**config.mk**
```make
export PLATFORM = sky130hd
export DESIGN_NAME = reset_seq_sync_flat
export DESIGN_NICKNAME = d
export VERILOG_FILES = /design/src/rtl/reset_seq_sync_if.sv /design/src/rtl/reset_seq_sync.sv /design/src/flat_wrapper.sv
export SDC_FILE = /design/constraint.sdc
export NUM_CORES = 1
export LEC_CHECK = 0
export BUFFER_PORTS_ARGS = -buffer_cell sky130_fd_sc_hd__buf_2
export CAP_MARGIN = 20
export CORE_UTILIZATION = 51
export DETAILED_ROUTE_END_ITERATION = 12
export GPL_TIMING_DRIVEN = 0
export PLACE_DENSITY = 0.78
export SYNTH_ARGS = -nofsm -noshare
export SYNTH_HDL_FRONTEND = slang
export SYNTH_SLANG_ARGS = --single-unit
```
**constraint.sdc**
```tcl
create_clock -name clk -period 1.9 [get_ports clk]
set_clock_uncertainty 0.1 [all_clocks]
set_input_delay 0.095 -clock clk [delete_from_list [all_inputs] [get_ports clk]]
set_output_delay 0.095 -clock clk [all_outputs]
set_load 0.05 [all_outputs]
```
**src/rtl/reset_seq_sync_if.sv**
```systemverilog
`default_nettype none
// ============================================================================
// Module   : reset_seq_sync_if
// Purpose  : soft-reset request and sequenced reset outputs of reset_seq_sync.
//            The optional sw_rst_cnt signal exists only with RST_EVENT_CNT_EN.
// Revision : 1.0 - initial release
// ============================================================================
interface reset_seq_sync_if #(
  parameter int NUM_CH = 4
);
  logic              sw_rst_req;
  logic [NUM_CH-1:0] reset_syn;
  logic              rst_done;
`ifdef RST_EVENT_CNT_EN
  logic [7:0]        sw_rst_cnt;

  modport master (input sw_rst_req, output reset_syn, output rst_done, output sw_rst_cnt);
  modport slave  (output sw_rst_req, input reset_syn, input rst_done, input sw_rst_cnt);
`else
  modport master (input sw_rst_req, output reset_syn, output rst_done);
  modport slave  (output sw_rst_req, input reset_syn, input rst_done);
`endif
endinterface
`default_nettype wire

```
**src/rtl/reset_seq_sync.sv**
```systemverilog
`default_nettype none
// ============================================================================
// Module   : reset_seq_sync
// Purpose  : reset synchroniser and sequencer; releases NUM_CH active-low
//            resets in order. RST_EVENT_CNT_EN adds a soft-reset event counter.
// Revision : 1.0 - initial release
// ============================================================================
module reset_seq_sync #(
  parameter int SYNC_STAGES = 2,
  parameter int NUM_CH      = 4,
  parameter int STRETCH_CYC = 16,
  parameter int GAP_CYC     = 4
) (
  input  logic             clk,
  input  logic             reset_n,
  reset_seq_sync_if.master bus
);

  localparam int c_max_cyc = (STRETCH_CYC > GAP_CYC) ? STRETCH_CYC : GAP_CYC;
  localparam int c_cnt_w   = $clog2(c_max_cyc + 1);
  localparam int c_idx_w   = (NUM_CH > 1) ? $clog2(NUM_CH) : 1;

  localparam logic [c_cnt_w-1:0] c_stretch_last = c_cnt_w'(STRETCH_CYC - 1);
  localparam logic [c_cnt_w-1:0] c_gap_last     = c_cnt_w'(GAP_CYC - 1);
  localparam logic [c_idx_w-1:0] c_idx_last     = c_idx_w'(NUM_CH - 1);

  typedef enum logic [1:0] {
    ST_HOLD    = 2'd0,
    ST_STRETCH = 2'd1,
    ST_RELEASE = 2'd2,
    ST_DONE    = 2'd3
  } state_t;

  logic [SYNC_STAGES-1:0] r_sync;
  logic                   w_rst_sync;

  state_t              r_state, w_state;
  logic [c_cnt_w-1:0]  r_cnt,   w_cnt;
  logic [c_idx_w-1:0]  r_idx,   w_idx;
  logic [NUM_CH-1:0]   r_syn,   w_syn;
  logic                r_done,  w_done;
  logic                w_accept;
  logic                w_rel_first;

  always_ff @(posedge clk or negedge reset_n) begin
    if (!reset_n) begin
      r_sync <= '0;
    end else begin
      r_sync <= {r_sync[SYNC_STAGES-2:0], 1'b1};
    end
  end

  assign w_rst_sync = r_sync[SYNC_STAGES-1];

  always_ff @(posedge clk or negedge reset_n) begin
    if (!reset_n) begin
      r_state <= ST_HOLD;
      r_cnt   <= '0;
      r_idx   <= '0;
      r_syn   <= '0;
      r_done  <= 1'b0;
    end else begin
      r_state <= w_state;
      r_cnt   <= w_cnt;
      r_idx   <= w_idx;
      r_syn   <= w_syn;
      r_done  <= w_done;
    end
  end

  // The HOLD exit edge is the first stretch cycle, so STRETCH starts at count 1.
  always_comb begin
    w_state     = r_state;
    w_cnt       = r_cnt;
    w_idx       = r_idx;
    w_syn       = r_syn;
    w_done      = r_done;
    w_rel_first = 1'b0;
    w_accept    = bus.sw_rst_req && (r_state != ST_HOLD);

    if (w_accept) begin
      w_state = ST_STRETCH;
      w_cnt   = '0;
      w_idx   = '0;
      w_syn   = '0;
      w_done  = 1'b0;
    end else begin
      case (r_state)
        ST_HOLD: begin
          if (w_rst_sync) begin
            if (STRETCH_CYC == 1) begin
              w_rel_first = 1'b1;
            end else begin
              w_state = ST_STRETCH;
              w_cnt   = c_cnt_w'(1);
            end
          end
        end
        ST_STRETCH: begin
          if (r_cnt == c_stretch_last) begin
            w_rel_first = 1'b1;
          end else begin
            w_cnt = r_cnt + c_cnt_w'(1);
          end
        end
        ST_RELEASE: begin
          if (r_cnt == c_gap_last) begin
            w_syn = r_syn | (NUM_CH'(1) << r_idx);
            w_cnt = '0;
            if (r_idx == c_idx_last) begin
              w_state = ST_DONE;
              w_done  = 1'b1;
            end else begin
              w_idx = r_idx + c_idx_w'(1);
            end
          end else begin
            w_cnt = r_cnt + c_cnt_w'(1);
          end
        end
        ST_DONE: begin
          w_state = ST_DONE;
        end
        default: begin
          w_state = ST_HOLD;
        end
      endcase

      if (w_rel_first) begin
        w_syn = r_syn | NUM_CH'(1);
        w_cnt = '0;
        if (NUM_CH == 1) begin
          w_state = ST_DONE;
          w_done  = 1'b1;
        end else begin
          w_state = ST_RELEASE;
          w_idx   = c_idx_w'(1);
        end
      end
    end
  end

  assign bus.reset_syn = r_syn;
  assign bus.rst_done  = r_done;

`ifdef RST_EVENT_CNT_EN
  logic [7:0] r_evt_cnt;

  always_ff @(posedge clk or negedge reset_n) begin
    if (!reset_n) begin
      r_evt_cnt <= '0;
    end else if (w_accept && (r_evt_cnt != 8'hFF)) begin
      r_evt_cnt <= r_evt_cnt + 8'd1;
    end
  end

  assign bus.sw_rst_cnt = r_evt_cnt;
`endif

endmodule
`default_nettype wire

```
**src/flat_wrapper.sv**
```systemverilog
// flat-port wrapper written by rule: the top's interface ports become plain ports
module reset_seq_sync_flat 
#(
  parameter int SYNC_STAGES = 2,
  parameter int NUM_CH      = 4,
  parameter int STRETCH_CYC = 16,
  parameter int GAP_CYC     = 4
)
  (clk, reset_n, bus_sw_rst_req, bus_reset_syn, bus_rst_done);
  reset_seq_sync_if #(.NUM_CH(NUM_CH)) bus_i ();
  input  logic clk;
  input  logic reset_n;
  input wire logic [$bits(bus_i.sw_rst_req)-1:0] bus_sw_rst_req;
  output wire logic [$bits(bus_i.reset_syn)-1:0] bus_reset_syn;
  output wire logic [$bits(bus_i.rst_done)-1:0] bus_rst_done;
  assign bus_i.sw_rst_req = bus_sw_rst_req;
  assign bus_reset_syn = bus_i.reset_syn;
  assign bus_rst_done = bus_i.rst_done;
  reset_seq_sync #(.SYNC_STAGES(SYNC_STAGES), .NUM_CH(NUM_CH), .STRETCH_CYC(STRETCH_CYC), .GAP_CYC(GAP_CYC)) u_core (.clk(clk), .reset_n(reset_n), .bus(bus_i));
endmodule
```
# Yosys cells after proc, flatten, opt, wreduce, memory -nomap -nowiden
# Index checks and enable logic that the tools add are counted.
# word_totals
out_inout_bits,5
word_cells,67
register_bits,16
input_bits,3
# op_classes
mux,28
n_shift,1
n_reduce_logical,16
n_addsub,2
bitwise,1
eq_ne,12
# ops
op,n
$mux W5,5
$mux W2,10
$mux W4,4
$pmux W5 S3,1
$ne A4 B1 Y1 const B,3
$reduce_and A3 Y1,4
$reduce_bool A5 Y1,2
$reduce_bool A2 Y1,4
$mux W1,7
$eq A2 B2 Y1 const B,3
$pmux W2 S3,1
$reduce_bool A3 Y1,2
$add A5 B1 Y5 const B,1
$eq A5 B2 Y1 const B,1
$eq A5 B4 Y1 const B,1
$ne A4 B3 Y1 const B,1
$or A4 B4 Y4,1
$reduce_and A4 Y1,1
$shl A1 B2 Y4 const A,1
$ne A3 B2 Y1 const B,1
$add A2 B1 Y2 const B,1
$eq A2 B1 Y1 const B,1
$logic_not A2 Y1,1
$ne A2 B1 Y1 const B,1
2 further kinds,2

# Longest topological paths before layout
# Gate-level depths: netlist of the first run.
# depth
depth_word,6
mapped_depth,7

# Worst setup path before layout of the first run
# Ideal clock, no wire load.
# synth_path
path_kind,register to register
start,register u_core.r_cnt[0]
end,register u_core.r_state[0]
n_path_buf,0
path_stages_with_launch,8
arrival_ns,1.813
slack_ns,-0.145
required_ns,1.668
cell_sequence,dfrtp_1 ha_1 and3_2 ha_1 and2_1 or3_1 o31ai_1 a22oi_1
# synth_between
elab_chain_cells,6
word_cells_on_any_way,12
classes_between,eq/ne (5); mux (5); reduce/logical (2)
# synth_lines
item,line,rtl
start: declaration,reset_seq_sync.sv:38,"logic [c_cnt_w-1:0] r_cnt, w_cnt;"
start signal: assignment,reset_seq_sync.sv:64,r_cnt <= w_cnt;
$eq A5 B4 Y1,reset_seq_sync.sv:100,if (r_cnt == c_stretch_last) begin
$mux W1,reset_seq_sync.sv:100,
$mux W1,reset_seq_sync.sv:88,case (r_state)
$mux W1,reset_seq_sync.sv:81,if (w_accept) begin
"$ne A4 B1 Y1 (no source line), or another cell as far along",-,
$reduce_and A4 Y1 (no source line) or $mux W2 (tied branches),-,
end signal: assignment,reset_seq_sync.sv:63,r_state <= w_state;
end: declaration,reset_seq_sync.sv:37,"state_t r_state, w_state;"
# Parallel ways exist; a longest one is shown, timed or not. The select of a mux whose other input is x is not followed.
# A chain may end at the register's enable or synchronous reset.

# Worst setup path in the final report of the first run
# Ends and elaborated chain as after synthesis.

==> impl_metrics.env, run 1 <==
export IMPL_n_antenna_cell=0
export IMPL_io_pins=8
export IMPL_fin_area_um2=1180
export IMPL_h_tree_depth=1
export IMPL_die_h_um=44.5
export IMPL_maxCapViolCount=0
export IMPL_place_area_um2=1010
export IMPL_violations="negative setup slack"
export IMPL_hold_class="in2reg"
export IMPL_yosysWarnings=0
export IMPL_finalHoldViolations=0
export IMPL_synthesis_area_um2=921
export IMPL_period_needed_ns=1.97
export IMPL_utilization=0.743
export IMPL_numCtsBuffers=3
export IMPL_wire_per_inst_um=14.5
export IMPL_grt_overflow_total=0
export IMPL_max_clock_path_buffers=2
export IMPL_drc_errors=0
export IMPL_p_per_area_nw_per_um2=602
export IMPL_grt_pass1_vias=735
export IMPL_clk_pin_slew_worst_paths_ns=0.09
export IMPL_layout_nets=128
export IMPL_first_pass_iters=5
export IMPL_cts_tree="yes"
export IMPL_fin_crit_sh=1.04
export IMPL_setup_ws_ns=-0.0745
export IMPL_die_w_um=44.5
export IMPL_drtIter0Drc=43
export IMPL_coreArea_um2=1590
export IMPL_drive_gt1_frac=0.342
export IMPL_clk_latency_ns=0.29
export IMPL_outcome="finished, violations left"
export IMPL_gp_congestion=0.886
export IMPL_grt_max_degree=17
export IMPL_slew_viol_final=0
export IMPL_placed_cells=123
export IMPL_critPathCaptureType="flip-flop"
export IMPL_antenna_found_initial=0
export IMPL_io_buffers=7
export IMPL_cp_max_fo=4
export IMPL_worstMarginPinSlew_ns=0.551
export IMPL_wl_um=2000
export IMPL_vias_per_cell=5.73
export IMPL_setup_viol=2
export IMPL_crit_type="reg2reg"
export IMPL_rsz0062_at_grt="true"
export IMPL_num_vias=791
export IMPL_start_util=0.578
export IMPL_cts_sinks=16
export IMPL_start_kind="flip-flop"
export IMPL_rows=14
export IMPL_synth_seq_area_share=0.435
export IMPL_leakagePower_uw=0.000566
export IMPL_fmax_ghz=0.506
export IMPL_postRouteAntennaNets=0
export IMPL_synth_seq_cells=16
export IMPL_arrival_ns=2.04
export IMPL_synth_nets=105
export IMPL_dieArea_um2=1980
export IMPL_root_buffer="clkbuf_4"
export IMPL_worstPathRequired_ns=1.97
export IMPL_grt_pass1_wl_um=3260
export IMPL_synthDistinctLibCells=34
export IMPL_hpwl_um=1310
export IMPL_relSlewSlack=0.631
export IMPL_max_vdd_ir_drop_v=0.000552
export IMPL_syn_inst=92
export IMPL_synthToLayoutAreaGrowth_pct=28.7
export IMPL_syn_area_per_cell_um2=10.0
export IMPL_grt_use_total=0.240
export IMPL_dp_slack_ns=-0.160
export IMPL_layout_cells_non_filler=138
[stage by stage]
step | power [µW] | hold slack [ns] | setup TNS (ns)
floorplan | 429 | -0.301 | -0.0497
global placement | 451 | -0.0782 | -0.216
detailed placement | 455 | -0.0693 | -0.416
CTS | 697 | 0.0380 | -0.193
global route | 755 | 0.0818 | -0.333
finish | 713 | 0.0760 | -0.130
[cells in the final DEF, fill, tap and decap left out, types with 3 or more instances in the layout]
cell type / netlist / final
inv_1: 7 / 7
nor2_1: 7 / 7
ha_1: 10 / 6
buf_2: 0 / 7
mux2i_1: 3 / 3
a21oi_1: 7 / 7
clkbuf_4: 0 / 3
nand2b_1: 3 / 3
buf_4: 0 / 10
nand3_1: 3 / 3
dfrtp_1: 16 / 16
nand2_1: 6 / 6
[per-layer routing]
| layer | up-vias | GRT usage | share of wire |
|---|---|---|---|
| li1 | 372 | - | - |
| met1 | 379 | 0.299 | 0.44 |
| met2 | 29 | 0.374 | 0.48 |
| met3 | 11 | 0.0612 | 0.040 |
| met4 | 0 | 0.145 | 0.046 |
| met5 | - | 0 | 0 |
[synth_stat cells]
cell type,count,area [µm²]
a211oi_2,1,12.5
a21o_1,1,7.51
a21oi_1,7,35.0
a22o_1,2,17.5
a22oi_1,1,7.51
a311oi_1,1,8.76
a31oi_1,1,6.26
a32oi_1,1,8.76
and2_1,1,6.26
and3_1,2,12.5
and3_2,1,7.51
conb_1,1,3.75
dfrtp_1,16,400
ha_1,10,125
inv_1,7,26.3
mux2i_1,3,30.0
nand2_1,6,22.5
nand2b_1,3,18.8
nand3_1,3,15.0
nand4_1,1,6.26
nor2_1,7,26.3
nor2b_1,1,6.26
nor3_1,2,10.0
nor4b_1,1,8.76
o211ai_1,1,7.51
o21ai_0,2,10.0
o21ai_1,1,5.00
o21ai_2,1,8.76
o31ai_1,2,15.0
or3_1,1,6.26
or3_2,1,7.51
or3b_2,1,8.76
or4b_4,1,13.8
xnor2_1,1,8.76
[report_power, final]
group | total, µW | switching, µW | internal (µW)
Sequential | 369 | 15.5 | 353
Clock | 222 | 105 | 117
Combinational | 122 | 59.0 | 63.5
Total | 713 | 180 | 533
[cell type report]
cell class | count | area [µm²]
tap | 24 | 30.0
inverter | 7 | 26.3
multi-input combinational | 69 | 572
clock buffer | 4 | 36.3
fill | 103 | 409
timing repair buffer | 18 | 120
sequential | 16 | 400
[worst paths after layout]
check,from,to,slack (ns),cells after the start
worst max-delay path,u_core.r_cnt[0]$_DFFE_PN0P_,u_core.r_state[0]$_DFFE_PN0P_,-0.07,7
worst min-delay path,bus_sw_rst_req,u_core.r_state[0]$_DFFE_PN0P_,0.08,3
worst max register to register,u_core.r_cnt[0]$_DFFE_PN0P_,u_core.r_state[0]$_DFFE_PN0P_,-0.07,7
worst min register to register,u_core.r_sync[0]$_DFF_PN0_,u_core.r_sync[1]$_DFF_PN0_,0.26,0
max in group asynchronous,reset_n,u_core.r_idx[0]$_DFFE_PN0P_,1.31,2
min in group asynchronous,reset_n,u_core.r_cnt[0]$_DFFE_PN0P_,0.13,2
[sequential cells by signal, indices dropped and copies added, names as in the netlist]
| signal | count |
|---|---|
| u_core.r_sync | 2 |
| u_core.r_state | 2 |
| u_core.bus.rst_done | 1 |
| u_core.bus.reset_syn | 4 |
| u_core.r_idx | 2 |
| u_core.r_cnt | 5 |
[worst max-delay path: stages, from the launching register on]
cell     delay (ns)
dfrtp_1        0.42
ha_4           0.19
and3_4         0.18
ha_4           0.15
and2_4         0.15
or3_4          0.34
o31ai_2        0.20
a22oi_1        0.13
[repair_timing]
item,in CTS,in global routing
pin swaps,3,2
endpoints found under the setup margin,6,6
hold buffers,1,0
hold endpoints to repair,16,0
buffers inserted,6,4
gates resized for setup,2,8
[cells by family (layout without fill, tap and decap cells)]
family	after synthesis	after routing	synth area share
compound gates	22	22	0.163
other cells	1	1	0.00407
flops	16	16	0.435
fa+ha+maj	10	10	0.136
mux	3	3	0.0326
buf+inv	7	29	0.0285
simple gates	32	32	0.192
xor+xnor	1	1	0.00951
Note: power is estimated with default switching activity, not from simulation.
==> run 2: changes to the inputs <==
--- a/config.mk
+++ b/config.mk
@@ -5,9 +5,10 @@
 export SDC_FILE = /design/constraint.sdc
 export NUM_CORES = 1
 export LEC_CHECK = 0
+export ABC_AREA = 1
 export BUFFER_PORTS_ARGS = -buffer_cell sky130_fd_sc_hd__buf_2
 export CAP_MARGIN = 20
-export CORE_UTILIZATION = 51
+export CORE_UTILIZATION = 52
 export DETAILED_ROUTE_END_ITERATION = 12
 export GPL_TIMING_DRIVEN = 0
 export PLACE_DENSITY = 0.78
==> impl_metrics.env, run 2 <==
export IMPL_outcome="completed"
export IMPL_largest_reg_flops=5
export IMPL_wire_per_inst_um=11.9
export IMPL_period_needed_ns=1.73
export IMPL_hp_start="bus_sw_rst_req"
export IMPL_hold_class="in2reg"
export IMPL_slew_viol_final=0
export IMPL_syn_area_per_cell_um2=7.97
export IMPL_maxCapViolCount=0
export IMPL_yosys_area_top_type_share=0.396
export IMPL_postRouteAntennaNets=0
export IMPL_rows=15
export IMPL_regToRegStartpoint="u_core.r_cnt[0]$_DFFE_PN0P_"
export IMPL_coreArea_um2=1780
export IMPL_grt_use_total=0.201
export IMPL_synth_edf_count=0
export IMPL_fin_tns_setup_ns=0
export IMPL_die_w_um=46.1
export IMPL_grt_pass1_wl_um=2990
export IMPL_numCtsBuffers=3
export IMPL_synth_nets=140
export IMPL_synthFlopType="dfrtp_1"
export IMPL_rsz0062_at_grt="false"
export IMPL_crit_type="reg2reg"
export IMPL_layout_common_cells="nand2_1, inv_1, dfrtp_1"
export IMPL_async_reset_ff_frac=1.00
export IMPL_yosysWarnings=0
export IMPL_synth_seq_area_share=0.396
export IMPL_num_vias=807
export IMPL_fin_crit_sh=0.911
export IMPL_die_h_um=46.1
export IMPL_ys_top_cells_by_area="dfrtp_1, ha_1, nand2_1"
export IMPL_synthToLayoutAreaGrowth_pct=13.2
export IMPL_clk_latency_ns=0.29
export IMPL_cp_max_fo=6
export IMPL_first_pass_iters=4
export IMPL_synth_seq_cells=16
export IMPL_synthesis_area_um2=1010
export IMPL_grt_max_degree=17
export IMPL_n_antenna_cell=0
export IMPL_cp_slowest_cell="dfrtp_1"
export IMPL_synthDistinctLibCells=20
export IMPL_start_util=0.568
export IMPL_yosys_top_cells_count="nand2_1, inv_1, dfrtp_1, nand3_1, ha_1"
export IMPL_final_common_cell="nand2_1"
export IMPL_cts_sinks=16
export IMPL_critical_path_top_delay_family="flip-flops"
export IMPL_layout_nets=156
export IMPL_h_tree_depth=1
export IMPL_root_buffer="clkbuf_4"
export IMPL_cpPeakStageDelay_ns=0.42
export IMPL_dieArea_um2=2130
export IMPL_drive_gt1_frac=0.227
export IMPL_hpwl_um=1460
export IMPL_io_buffers=7
export IMPL_n_fill_cell=156
export IMPL_grt_overflow_total=0
export IMPL_regMostFlops="u_core.r_cnt"
export IMPL_grt_pass1_vias=738
export IMPL_clk_pin_slew_worst_paths_ns=0.09
export IMPL_leakagePower_uw=0.000637
export IMPL_p_per_area_nw_per_um2=901
export IMPL_yosysTopAreaCell="dfrtp_1"
export IMPL_drc_errors=0
export IMPL_io_pins=8
export IMPL_worstPathRequired_ns=1.99
export IMPL_drtIter0Drc=15
export IMPL_wl_um=1970
export IMPL_cts_tree="yes"
export IMPL_critPathCaptureType="flip-flop"
export IMPL_setup_viol=0
export IMPL_syn_inst=127
export IMPL_worst_path_buf_inv=3
export IMPL_vias_per_cell=4.86
export IMPL_antenna_found_initial=0
export IMPL_startpoint="u_core.r_cnt[0]$_DFFE_PN0P_"
export IMPL_gp_congestion=0.756
export IMPL_yosysMostFrequentCell="nand2_1"
export IMPL_arrival_ns=1.82
export IMPL_finalHoldViolations=0
export IMPL_crit_chain="ha_2, inv_2, nor3_2, ha_2, nand2_2, inv_1, o21ai_0, clkinv_1, nand2_1, nand2_1"
export IMPL_start_kind="flip-flop"
export IMPL_total_power_uw=1030
export IMPL_max_clock_path_buffers=2
export IMPL_fmax_ghz=0.578
export IMPL_max_vdd_ir_drop_v=0.000497
run 2: cell types whose count changed in the layout (fill, tap and decap cells not counted), moves of 3 or more:
cell,before,now
inv_1,7,20
nand3_1,3,11
nand4_1,1,7
nand2b_1,3,0
mux2i_1,3,0
nand2_2,0,4
buf_4,10,3
nand2_1,6,32
inv_2,0,4
run 2: repair_timing:
| item | in CTS | in global routing |
|---|---|---|
| buffers inserted | 0 | 3 |
| resized for setup | 0 | 4 |
| endpoints found under the setup margin | 0 | 9 |
| hold endpoints to repair | 16 | 0 |
| hold buffers | 1 | 0 |
run 2: layout make-up:
class / instances / area, µm² / area share
Multi-Input combinational cell: 86 / 531 / 0.463
Sequential cell: 16 / 400 / 0.349
Inverter: 25 / 93.8 / 0.0819
Timing Repair Buffer: 11 / 67.6 / 0.0590
Tap cell: 25 / 31.3 / 0.0273
Clock buffer: 3 / 22.5 / 0.0197
run 2: path summary, 6_finish.rpt:
check / end / slack, ns / cells past startpoint
hold / removal: u_core.bus.reset_syn[3]$_DFFE_PN0P_ / 0.07 / 4
max in group asynchronous: u_core.bus.reset_syn[3]$_DFFE_PN0P_ / 1.28 / 2
setup reg to reg: u_core.r_idx[0]$_DFFE_PN0P_ / 0.17 / 10
setup / recovery: u_core.r_idx[0]$_DFFE_PN0P_ / 0.17 / 10
hold reg to reg: u_core.r_sync[1]$_DFF_PN0_ / 0.26 / 0
min in group asynchronous: u_core.r_state[0]$_DFFE_PN0P_ / 0.15 / 2
run 2: worst min-delay path: stages:
cell,delay (ns)
buf_2,0.11
nand2_4,0.08
nand2_1,0.05
o21ai_0,0.07
run 2: metrics by stage:
stage / cell area, µm² / util / instances / hold slack [ns] / setup slack (ns)
5_1_grt: 1150 / 0.643 / 166 / 0.0881 / 0.0236
3_3_place_gp: 1080 / 0.605 / 159 / -0.0739 / 0.0416
6_report: 1150 / 0.643 / 166 / 0.0693 / 0.169
3_5_place_dp: 1080 / 0.605 / 159 / -0.0663 / 0.0698
4_1_cts: 1110 / 0.623 / 163 / 0.0697 / 0.0460
2_1_floorplan: 1010 / - / 127 / -0.301 / 0.245
run 2: cells by family after synthesis:
kind of cell    Yosys count  synth area share
buf+inv                  25            0.0927
compound gates            9            0.0519
flops                    16             0.396
simple gates             66             0.333
fa+ha+maj                10             0.124
other cells               1           0.00370
run 2: layer usage:
layer | GRT usage | wire, µm
met5 | 0 | 0
met4 | 0.0882 | 38
met3 | 0.0353 | 42
met2 | 0.307 | 921
met1 | 0.279 | 970
run 2: power by group:
part / internal, µW / switching [µW] / total [µW]
Clock: 73.8 / 105 / 179
Sequential: 383 / 53.5 / 437
Combinational: 150 / 268 / 418
